==> src/rtl/poly_key_tone_gen_pkg.sv <==
// Note table and shared widths for the polyphonic-key tone generator.
// Half-periods are in 1 MHz clock cycles for C4..C5.
package simplepiano_pkg;

  localparam int NOTE_IDX_W = 3;
  localparam int VOL_W      = 3;
  localparam int OCT_W      = 2;

  localparam logic [11:0] NOTE_HALF_PERIOD [0:7] = '{
    12'd1911, 12'd1703, 12'd1517, 12'd1432,
    12'd1276, 12'd1136, 12'd1012, 12'd956
  };

  // Each octave step halves the half-period; 956 >> 3 = 119 keeps it nonzero.
  function automatic logic [11:0] half_period(input logic [NOTE_IDX_W-1:0] idx,
                                              input logic [OCT_W-1:0]      oct);
    return NOTE_HALF_PERIOD[idx] >> oct;
  endfunction

endpackage

==> src/rtl/poly_key_tone_gen_key_debounce.sv <==
// One key: 2-flop synchroniser followed by a stable-run counter that only
// accepts a new level after DEBOUNCE_CYCLES consecutive matching samples.
module key_debounce #(
  parameter int DEBOUNCE_CYCLES = 1000,
  parameter int DEBOUNCE_W      = 10
) (
  input  logic clk,
  input  logic rst_n,
  input  logic key_raw,
  output logic key_level
);

  logic                  sync1_q, sync2_q;
  logic                  level_q, level_d;
  logic [DEBOUNCE_W-1:0] cnt_q, cnt_d;

  // Counter only runs while the synchronised level disagrees with the
  // accepted level, so any bounce back drops it to zero.
  always_comb begin
    cnt_d   = '0;
    level_d = level_q;
    if (sync2_q != level_q) begin
      if (cnt_q == DEBOUNCE_W'(DEBOUNCE_CYCLES - 1)) begin
        level_d = sync2_q;
      end else begin
        cnt_d = cnt_q + 1'b1;
      end
    end
  end

  always_ff @(posedge clk or negedge rst_n) begin
    if (!rst_n) begin
      sync1_q <= 1'b0;
      sync2_q <= 1'b0;
      cnt_q   <= '0;
      level_q <= 1'b0;
    end else begin
      sync1_q <= key_raw;
      sync2_q <= sync1_q;
      cnt_q   <= cnt_d;
      level_q <= level_d;
    end
  end

  assign key_level = level_q;

endmodule

==> src/rtl/poly_key_tone_gen.sv <==
// Debounced key bank -> fixed-priority note select -> glitch-free square wave
// with octave shift and a 3-bit PWM volume gate.
module poly_key_tone_gen
  import simplepiano_pkg::*;
#(
  parameter int NUM_KEYS        = 8,
  parameter int WIDTH_COUNTER   = 12,
  parameter int DEBOUNCE_CYCLES = 1000,
  parameter int DEBOUNCE_W      = 10
) (
  input  logic                  clk,
  input  logic                  rst_n,
  input  logic [NUM_KEYS-1:0]   keys,
  input  logic [OCT_W-1:0]      octave,
  input  logic [VOL_W-1:0]      volume,
  output logic                  tone_out,
  output logic                  tone_raw,
  output logic                  active,
  output logic [NOTE_IDX_W-1:0] note_idx
);

  logic [NUM_KEYS-1:0] deb_keys;

  for (genvar k = 0; k < NUM_KEYS; k++) begin : g_key
    key_debounce #(
      .DEBOUNCE_CYCLES(DEBOUNCE_CYCLES),
      .DEBOUNCE_W     (DEBOUNCE_W)
    ) u_key_debounce (
      .clk      (clk),
      .rst_n    (rst_n),
      .key_raw  (keys[k]),
      .key_level(deb_keys[k])
    );
  end

  logic                     active_q, active_d;
  logic [NOTE_IDX_W-1:0]    note_idx_q, note_idx_d;
  logic [WIDTH_COUNTER-1:0] cnt_q, cnt_d;
  logic [WIDTH_COUNTER-1:0] period_q, period_d;
  logic                     tone_raw_q, tone_raw_d;
  logic [VOL_W-1:0]         pwm_q, pwm_d;
  logic                     tone_out_q, tone_out_d;

  always_comb begin
    active_d   = |deb_keys;
    note_idx_d = note_idx_q;
    for (int k = NUM_KEYS - 1; k >= 0; k--) begin
      if (deb_keys[k]) note_idx_d = NOTE_IDX_W'(k);
    end
  end

  // The period only reloads at a toggle, so mid half-cycle note or octave
  // changes never shorten the half-cycle in flight. Gate start uses the
  // incoming selection because the registered one is still stale then.
  always_comb begin
    cnt_d      = cnt_q;
    period_d   = period_q;
    tone_raw_d = tone_raw_q;
    if (!active_d) begin
      cnt_d      = '0;
      tone_raw_d = 1'b0;
    end else if (!active_q) begin
      cnt_d      = '0;
      tone_raw_d = 1'b1;
      period_d   = WIDTH_COUNTER'(half_period(note_idx_d, octave));
    end else if (cnt_q == period_q - 1'b1) begin
      cnt_d      = '0;
      tone_raw_d = ~tone_raw_q;
      period_d   = WIDTH_COUNTER'(half_period(note_idx_q, octave));
    end else begin
      cnt_d = cnt_q + 1'b1;
    end
    pwm_d      = pwm_q + 1'b1;
    tone_out_d = tone_raw_d & ((volume == 3'd7) | (pwm_d < volume));
  end

  always_ff @(posedge clk or negedge rst_n) begin
    if (!rst_n) begin
      active_q   <= 1'b0;
      note_idx_q <= '0;
      cnt_q      <= '0;
      period_q   <= '0;
      tone_raw_q <= 1'b0;
      pwm_q      <= '0;
      tone_out_q <= 1'b0;
    end else begin
      active_q   <= active_d;
      note_idx_q <= note_idx_d;
      cnt_q      <= cnt_d;
      period_q   <= period_d;
      tone_raw_q <= tone_raw_d;
      pwm_q      <= pwm_d;
      tone_out_q <= tone_out_d;
    end
  end

  assign tone_out = tone_out_q;
  assign tone_raw = tone_raw_q;
  assign active   = active_q;
  assign note_idx = note_idx_q;

endmodule

==> config.mk <==
export PLATFORM = sky130hd
export DESIGN_NAME = poly_key_tone_gen
export DESIGN_NICKNAME = d
export VERILOG_FILES = /design/src/rtl/poly_key_tone_gen_pkg.sv /design/src/rtl/poly_key_tone_gen_key_debounce.sv /design/src/rtl/poly_key_tone_gen.sv
export SDC_FILE = /design/constraint.sdc
export NUM_CORES = 1
export LEC_CHECK = 0
export CAP_MARGIN = 40
export CORE_ASPECT_RATIO = 0.5
export CORE_MARGIN = 2
export CORE_UTILIZATION = 30
export DETAILED_ROUTE_END_ITERATION = 8
export SKIP_LAST_GASP = 1
export SYNTH_ARGS = -nofsm -noshare
export SYNTH_HDL_FRONTEND = slang
export SYNTH_SLANG_ARGS = --single-unit
==> constraint.sdc <==
create_clock -name clk -period 3.1 [get_ports clk]
set_input_delay 0.62 -clock clk [delete_from_list [all_inputs] [get_ports clk]]
set_output_delay 0.62 -clock clk [all_outputs]
set_load 0.005 [all_outputs]
==> impl_results.md <==
- Worst Path Max Fanout: 5
- Synth Register Bits: 136
- Final setup viols: 0
- Antenna Cells: 0
- Post-DP HPWL: 8670 um
- Worst-Skew Late Latency: 420 ps
- Critical path endpoint category: register
- GR Util All Layers: 11.4%
- Gr busiest metal: met2
- Fin area: 8190 sq um
- Vias in the first global route: 4813
- Leakage: 3.58 nW
- Core Region: 22600 sq um
- Slowest-stage cell, CP: or4_4
- Placed cell count: 1008
- Residual DRC: 0
- Distinct cells, synth: 51
- CP peak stage delay: 590 ps
- Maxcap violations: 0
- I/O pins: 21
- Syn Inst Count: 689
- TritonCTS clock tree: built
- Die Y: 111 um
- Initial antenna violation count: 0
- Met3 Usage GRT: 2.96%
- Max Freq: 0.337 GHz
- Pre-CTS WS: 46.6 ps
- Starting Density: 30.3%
- Top delay family on crit path: simple AND/OR/NAND/NOR gates
- CTS buffer count: 17
- Sequential area share after synthesis: 49.7%
- Yosys warns: 0
- Register clock-pin slew on the reported worst setup and hold paths: 60 ps
- FFs w/ async S/R, synth: 100%
- PwrDens: 494 nW/um^2
- Hold_buf cts: 0
- Clk buf depth: 2
- Synthesized area per cell: 9.94 sq um
- Layout cells sized above 1: 9.65%
- Critical path arrival: 3270 ps
- Vias per cell: 4.54
- Root Driver: clkbuf_16
- Number of port buffers: 20
- Clock Skews: 6.01 ps
- Rows: 39
- Routability cong.: 0.774
- Final hold vios: 0
- Die Area: 24100 sq um
- Post-DRT Antenna Nets: 0
- CP cell instances: or4_4 -> o31a_1 -> or4_4 -> a21oi_4 -> o2111ai_4 -> a21oi_4 -> clkbuf_16 -> mux2_1
- Worst Tran Pin Value: 631 ps
- Post-synthesis net count: 727
- WL final: 12500 um
- Layout area overhead: 19.6%
- Worst hold slack: 119 ps
- Util after Layout: 36.3%
- Clk sinks: 136
- Prevailing post-synth register cell: dfrtp_1
- H-tree lvl count: 4
- Final worst-path cycle share: 95.7%
- Kind of critical path: reg2reg
- Dpl cell area: 7470 sq um
- Relative slew slack: 57.8%
- Fin cells: 1043
- Fillers: 2218
- Slack of the critical path: 134 ps
- Crit start category: register
- Final min period: 2970 ps
- 1st-iter DRT viols: 248
- Largest net degree at the start of global routing: 64
- Status: completed
- First-pass GRT wire length: 22500 um
- CP bufs+invs: 1
- Final #Nets: 762
- RSZ-0062 raised after global routing: yes
- GR Overflow Total: 0
- Maximum vdd drop: 0.000337 V
- Final Slew Violations: 0
- EDFF count, synth: 0
- Avg WL per Cell: 12.0 um
- Die X: 218 um
- Vias post-DR: 4732
- Mapped cell area: 6850 sq um
- DR pass1 iterations: 4
- Hold Crit Class: in2async
- GR Layer Usage met1: 14.4%
- WP data required: 3400 ps
- Grt met2 use: 18.7%
## cell families after synthesis
| group | share of synthesized area, % |
|---|---|
| XOR/XNOR | 12.7 |
| AND/OR/NAND/NOR | 20.5 |
| buffers and inverters | 3.00 |
| adder cells (fa/ha/maj) | 4.20 |
| flip-flops | 49.7 |
| AO/OA/AOI/OAI | 5.35 |
| multiplexers | 4.62 |
## registers in the layout, indices dropped and copies added, names as in the netlist
| register | cells |
|---|---|
| g_key.u_key_debounce.sync2_q | 8 |
| g_key.u_key_debounce.sync1_q | 8 |
| g_key.u_key_debounce.key_level | 8 |
| note_idx | 3 |
| g_key.u_key_debounce.cnt_q | 80 |
| period_q | 11 |
| tone_out | 1 |
| active | 1 |
| tone_raw | 1 |
| cnt_q | 12 |
| pwm_q | 3 |
## metal layers
layer  vias to the layer above  wire [um]  share of wire, %
li1                       2389          -                 -
met1                      2293       6110                49
met2                        35       5930                47
met3                        15        294               2.3
met4                         0        177               1.4
met5                         -          0                 0
## area by class of cell
type,instances,area [sq um],area share (%)
Multi-Input combinational cell,503,3310,40.4
Sequential cell,136,3400,41.5
Timing Repair Buffer,34,369,4.51
Inverter,32,120,1.47
Clock buffer,19,453,5.53
Clock inverter,12,150,1.83
Tap cell,307,384,4.69
## metrics by stage
stage                     total power [W]  TNS, ps
after floorplan                   0.00194        0
after global placement            0.00202        0
after detailed placement          0.00203        0
after CTS                         0.00410        0
after global routing              0.00423    -10.5
final                             0.00405        0
## worst register-to-register path, cell delays in order (launching register included)
cell and delay (ps):
dfrtp_1 420, or4_4 600, o31a_1 280, or4_4 530
a21oi_4 180, o2111ai_4 140, a21oi_4 220, clkbuf_16 180
mux2_1 310
## synthesized netlist by cell type (all sizes together), types with 2 or more instances
| cell type | instances | area [sq um] |
|---|---|---|
| and3 | 18 | 113 |
| mux2 | 19 | 214 |
| o21ai | 10 | 50.1 |
| nand2b | 4 | 25.0 |
| o211ai | 3 | 22.5 |
| or4 | 9 | 71.3 |
| nor2b | 4 | 25.0 |
| nor3b | 3 | 22.5 |
| a31oi | 5 | 31.3 |
| and2 | 8 | 50.1 |
| inv | 32 | 120 |
| nand4b | 3 | 26.3 |
| nor2 | 124 | 465 |
| buf | 4 | 32.5 |
| a21oi | 13 | 68.8 |
| nand4 | 10 | 62.6 |
| nand3 | 25 | 125 |
| nand2 | 50 | 188 |
| mux2i | 8 | 80.1 |
| nor3 | 25 | 125 |
| or2 | 3 | 18.8 |
| nor4 | 5 | 31.3 |
| dfrtp | 136 | 3400 |
| clkbuf | 14 | 52.6 |
| o31ai | 3 | 22.5 |
| a211oi | 5 | 37.5 |
| o311ai | 2 | 17.5 |
| xnor2 | 60 | 526 |
| xor2 | 39 | 342 |
| or3 | 6 | 37.5 |
| a21o | 2 | 15.0 |
| ha | 23 | 288 |
## path summary, 6_finish.rpt
kind | startpoint | to | slack, ps | cells after the start
min | rst_n | g_key[4].u_key_debounce.cnt_q[5] | 120 | 1
max in group asynchronous | rst_n | cnt_q[7] | 2130 | 3
max reg2reg | period_q[0] | period_q[0] | 130 | 8
min reg2reg | g_key[3].u_key_debounce.sync1_q | g_key[3].u_key_debounce.sync2_q | 350 | 0
max | period_q[0] | period_q[0] | 130 | 8
min in group clk | g_key[3].u_key_debounce.sync1_q | g_key[3].u_key_debounce.sync2_q | 350 | 0
## placed cells by master (no fill, tap or decap), types with 18 or more instances in the layout
cell / n
nand2_1: 50
and3_1: 18
nor2_1: 124
nor3_1: 25
clkdlybuf4s50_1: 19
dfrtp_1: 136
nand3_1: 24
xor2_1: 39
inv_1: 32
clkbuf_16: 18
ha_1: 22
xnor2_1: 60
## timing repair
item                                    4_1_cts  5_1_grt
setup buffers                                 0        3
endpoints found under the setup margin        0       22
resized for setup                             0       14
## power breakdown
group          total, W  switching (W)  internal [W]
Clock           0.00205       0.000754       0.00130
Sequential      0.00184      0.0000243       0.00181
Combinational  0.000156      0.0000919     0.0000645
Total           0.00405       0.000870       0.00318
Note: power is estimated with default switching activity, not from simulation.
==> variant 1 (same settings) <==
Remove the register `tone_out_q`: a continuous assignment takes its place, so the output `tone_out` follows one clock earlier.
--- a/src/rtl/poly_key_tone_gen.sv
+++ b/src/rtl/poly_key_tone_gen.sv
@@ -82,7 +82,6 @@
       period_q   <= '0;
       tone_raw_q <= 1'b0;
       pwm_q      <= '0;
-      tone_out_q <= 1'b0;
     end else begin
       active_q   <= active_d;
       note_idx_q <= note_idx_d;
@@ -90,9 +89,10 @@
       period_q   <= period_d;
       tone_raw_q <= tone_raw_d;
       pwm_q      <= pwm_d;
-      tone_out_q <= tone_out_d;
     end
   end
+
+  assign tone_out_q = tone_out_d;
 
   assign tone_out = tone_out_q;
   assign tone_raw = tone_raw_q;
Formal check against the unedited RTL: no difference found for any inputs over 10 cycles, from zero or initial values and one cycle with rst_n low; that may be too few to reach the edited logic, so the function may still have changed.
==> variant 1 against the unedited design <==
The run now ends with setup timing left. Die area is 0.35% lower. Utilization is 1.2 points higher. Total power is 3.2% lower. Synthesized area is 0.37% lower. Setup slack worse by 0.72 ns. Register-to-register slack worse by 0.20 ns. Wire length is 2.5% higher. Final area is 0.72% higher. Cell count is 1.2% higher. Sequential cell count is 1 lower. Critical path depth is 2 higher. First-iteration DRC count is 7.7% higher. Largest cell class unchanged.
==> variant 1: results (changes against the unedited design) <==
status finished, violations left; failing checks setup timing; initial drt markers 267 (+7.7%); Vias 4820 (+1.9%); clk sinks 135 (-0.74%); fraction of area in multi-input gates 40.11% (-0.32 points); met2 GRT Util 17.96% (-0.71 points); reg2reg end period_q[4]$_DFFE_PN0P_; FILL cells 2159 (-2.7%); setup ws final -0.5849 ns (-0.7191 ns); CTS resizes 4 (+4); register area share after synthesis 49.50% (-0.18 points); xor/xnor share of the synthesized area 12.70% (+0.046 points); metal3 WL 309 um (+5.1%); count of plain and timing-repair buffers 56 (+65%); post-synthesis mux area share 4.638% (+0.017 points); Synthesized Nets 726 (-0.14%); Detail Placement HPWL 9.153 mm (+5.6%); # setup viols final 10 (+10); share of layout cells above drive strength 1 12.04% (+2.4 points); clock buffers 21 (+2); clock network area share 6.931% (-0.43 points); Worst Path Arrival 3.06 ns (-0.21 ns); Synth Area in Adders 4.216% (+0.015 points); Nets 783 (+2.8%); CP endpoint tone_out; pin count of the biggest net entering global routing 60 (-6.3%); wire length per cell 12.15 um (+1.3%); M1 wire length 6.370 mm (+4.3%); Setup WS pre-CTS -0.5511 ns (-0.5977 ns)
==> variant 1: changes by cell type after synthesis <==
cell / before / now
dfrtp_1: 136 / 135
==> variant 1: where the power goes <==
part | switching [mW] | internal, mW
clock | 0.707 | 1.23
sequential | 0.0241 | 1.80
combinational | 0.0931 | 0.0617
==> variant 1: per-stage QoR <==
| stage | power [mW] | utilization [%] | hold WS (ns) | setup TNS [ns] | instance area, um2 |
|---|---|---|---|---|---|
| after floorplan | 1.928 | - | 0.3244 | -0.08074 | 6852 |
| after global placement | 2.007 | 34.60 | 0.3335 | -0.5164 | 7617 |
| after detailed placement | 2.014 | 34.60 | 0.3356 | -0.5511 | 7617 |
| after CTS | 3.978 | 37.21 | 0.1429 | -0.6265 | 8192 |
| after global routing | 4.076 | 37.48 | 0.1557 | -2.214 | 8250 |
| final | 3.917 | 37.48 | 0.1393 | -1.073 | 8250 |
==> variant 2 (config.mk and constraints unchanged) <==
Without the edit above. `NUM_KEYS`: 8 -> 16.
--- a/src/rtl/poly_key_tone_gen.sv
+++ b/src/rtl/poly_key_tone_gen.sv
@@ -3,7 +3,7 @@
 module poly_key_tone_gen
   import simplepiano_pkg::*;
 #(
-  parameter int NUM_KEYS        = 8,
+  parameter int NUM_KEYS        = 16,
   parameter int WIDTH_COUNTER   = 12,
   parameter int DEBOUNCE_CYCLES = 1000,
   parameter int DEBOUNCE_W      = 10
Interface: changed (resized keys); port bits go from 21 to 29. The function was not compared with the original's and may differ.
==> variant 2 against the unedited design <==
Total power increased by 69%. Worst hold slack got worse by 0.11 ns. Sequential share of layout area increased by 3.2 points. Final area grew 64%. Cell count is 63% higher. Synthesized area is 67% higher. Wire length is 62% higher. First-iteration DRC count is 59% higher. Utilization down 0.47 points. Via count is 60% higher. Sequential cell count is 104 higher. Setup slack better by 0.054 ns. Die area up 65%. Critical path depth is 2 higher. Critical path type unchanged. Largest power group unchanged.
==> variant 2: results (changes against the unedited design) <==
Slew @ Worst Pin 0.5277 ns (-0.1028 ns); pwr dens 511.0 nW/um2 (+3.5%); Leak 5.857 nW (+64%); first-pass GRT wire length 35.51 mm (+58%); hold_ws 0.009150 ns (-0.1094 ns); largest stage delay on the critical path 0.52 ns (-0.07 ns); GRT Util Overall 10.59% (-0.83 points); # port buffers 28 (+40%); pin count of the biggest net entering global routing 67 (+4.7%); FILL cells 3689 (+66%); total wire length 20.30 mm (+62%); Nets 1242 (+63%); switching share of power 21.62% (+0.11 points); Via density 4.442 (-2.1%); Setup WS pre-CTS 0.1637 ns (+0.1170 ns); status complete, no violations; Worst VDD drop 0.0003139 V (-6.8%); register area share after synthesis 52.50% (+2.8 points); post-synthesis mux area share 3.959% (-0.66 points); Post-Synthesis Cells 1127 (+64%); final core utilization 35.78% (-0.47 points); delay-heaviest family, CP multiplexers; total CTS buffers 26 (+9); Worst Path Arrival 3.34 ns (+0.07 ns); Netlist cell types 65 (+27%); vias in the first global route 7331 (+52%); clk_lat worst skew 0.54 ns (+0.12 ns); initial drt markers 395 (+59%); R2R Setup Slk 0.19 ns (+0.05 ns); Clock net power 3.34 mW (+63%); Detail Placement HPWL 14.25 mm (+64%); Final Skew 0.01268 ns (+0.006661 ns); Synth area leaders dfrtp_1 (52%), xnor2_1 (7.8%), nor2_1 (6.7%); Post-synth top cells dfrtp_1 (240), nor2_1 (204), nand2_1 (103); Synthesized Nets 1181 (+62%); H-Tree Level Count 1 (-3); Placed Area 12470 um2 (+67%); CTS Buffer Depth 3 (+1); post-route insts no fill 1701 (+63%); origin of the worst setup path g_key[13].u_key_debounce.key_level$_DFFE_PN0P_; number of flip-flops in the largest register 160 (+100%); xor/xnor share of the synthesized area 12.48% (-0.18 points); GP Congestion 0.8271 (+6.9%)
==> variant 2: routing by layer <==
| layer | global-route usage [%] | up-vias | part of all wire, % |
|---|---|---|---|
| li1 | - | 3918 | - |
| met1 | 14.88 | 3555 | 52 |
| met2 | 16.83 | 51 | 43 |
| met3 | 2.200 | 32 | 3.1 |
| met4 | 2.392 | 0 | 1.6 |
| met5 | 0 | - | 0 |
==> variant 2: cell type report <==
cell class,count,area share (%)
inverters,48,1.344
repair buffers,48,3.527
clock buffers,34,5.375
multi-input cells,824,38.78
flip-flops and latches,240,44.79
clock inverters,13,1.577
well taps,494,4.610
==> variant 2: timing repair <==
| action | 4_1_cts | 5_1_grt |
|---|---|---|
| endpoints found under the hold margin | 0 | 0 |
| setup buffers | 0 | 0 |
| endpoints found under the setup margin | 0 | 1 |
| resized for setup | 0 | 2 |
| hold buffers | 0 | 0 |
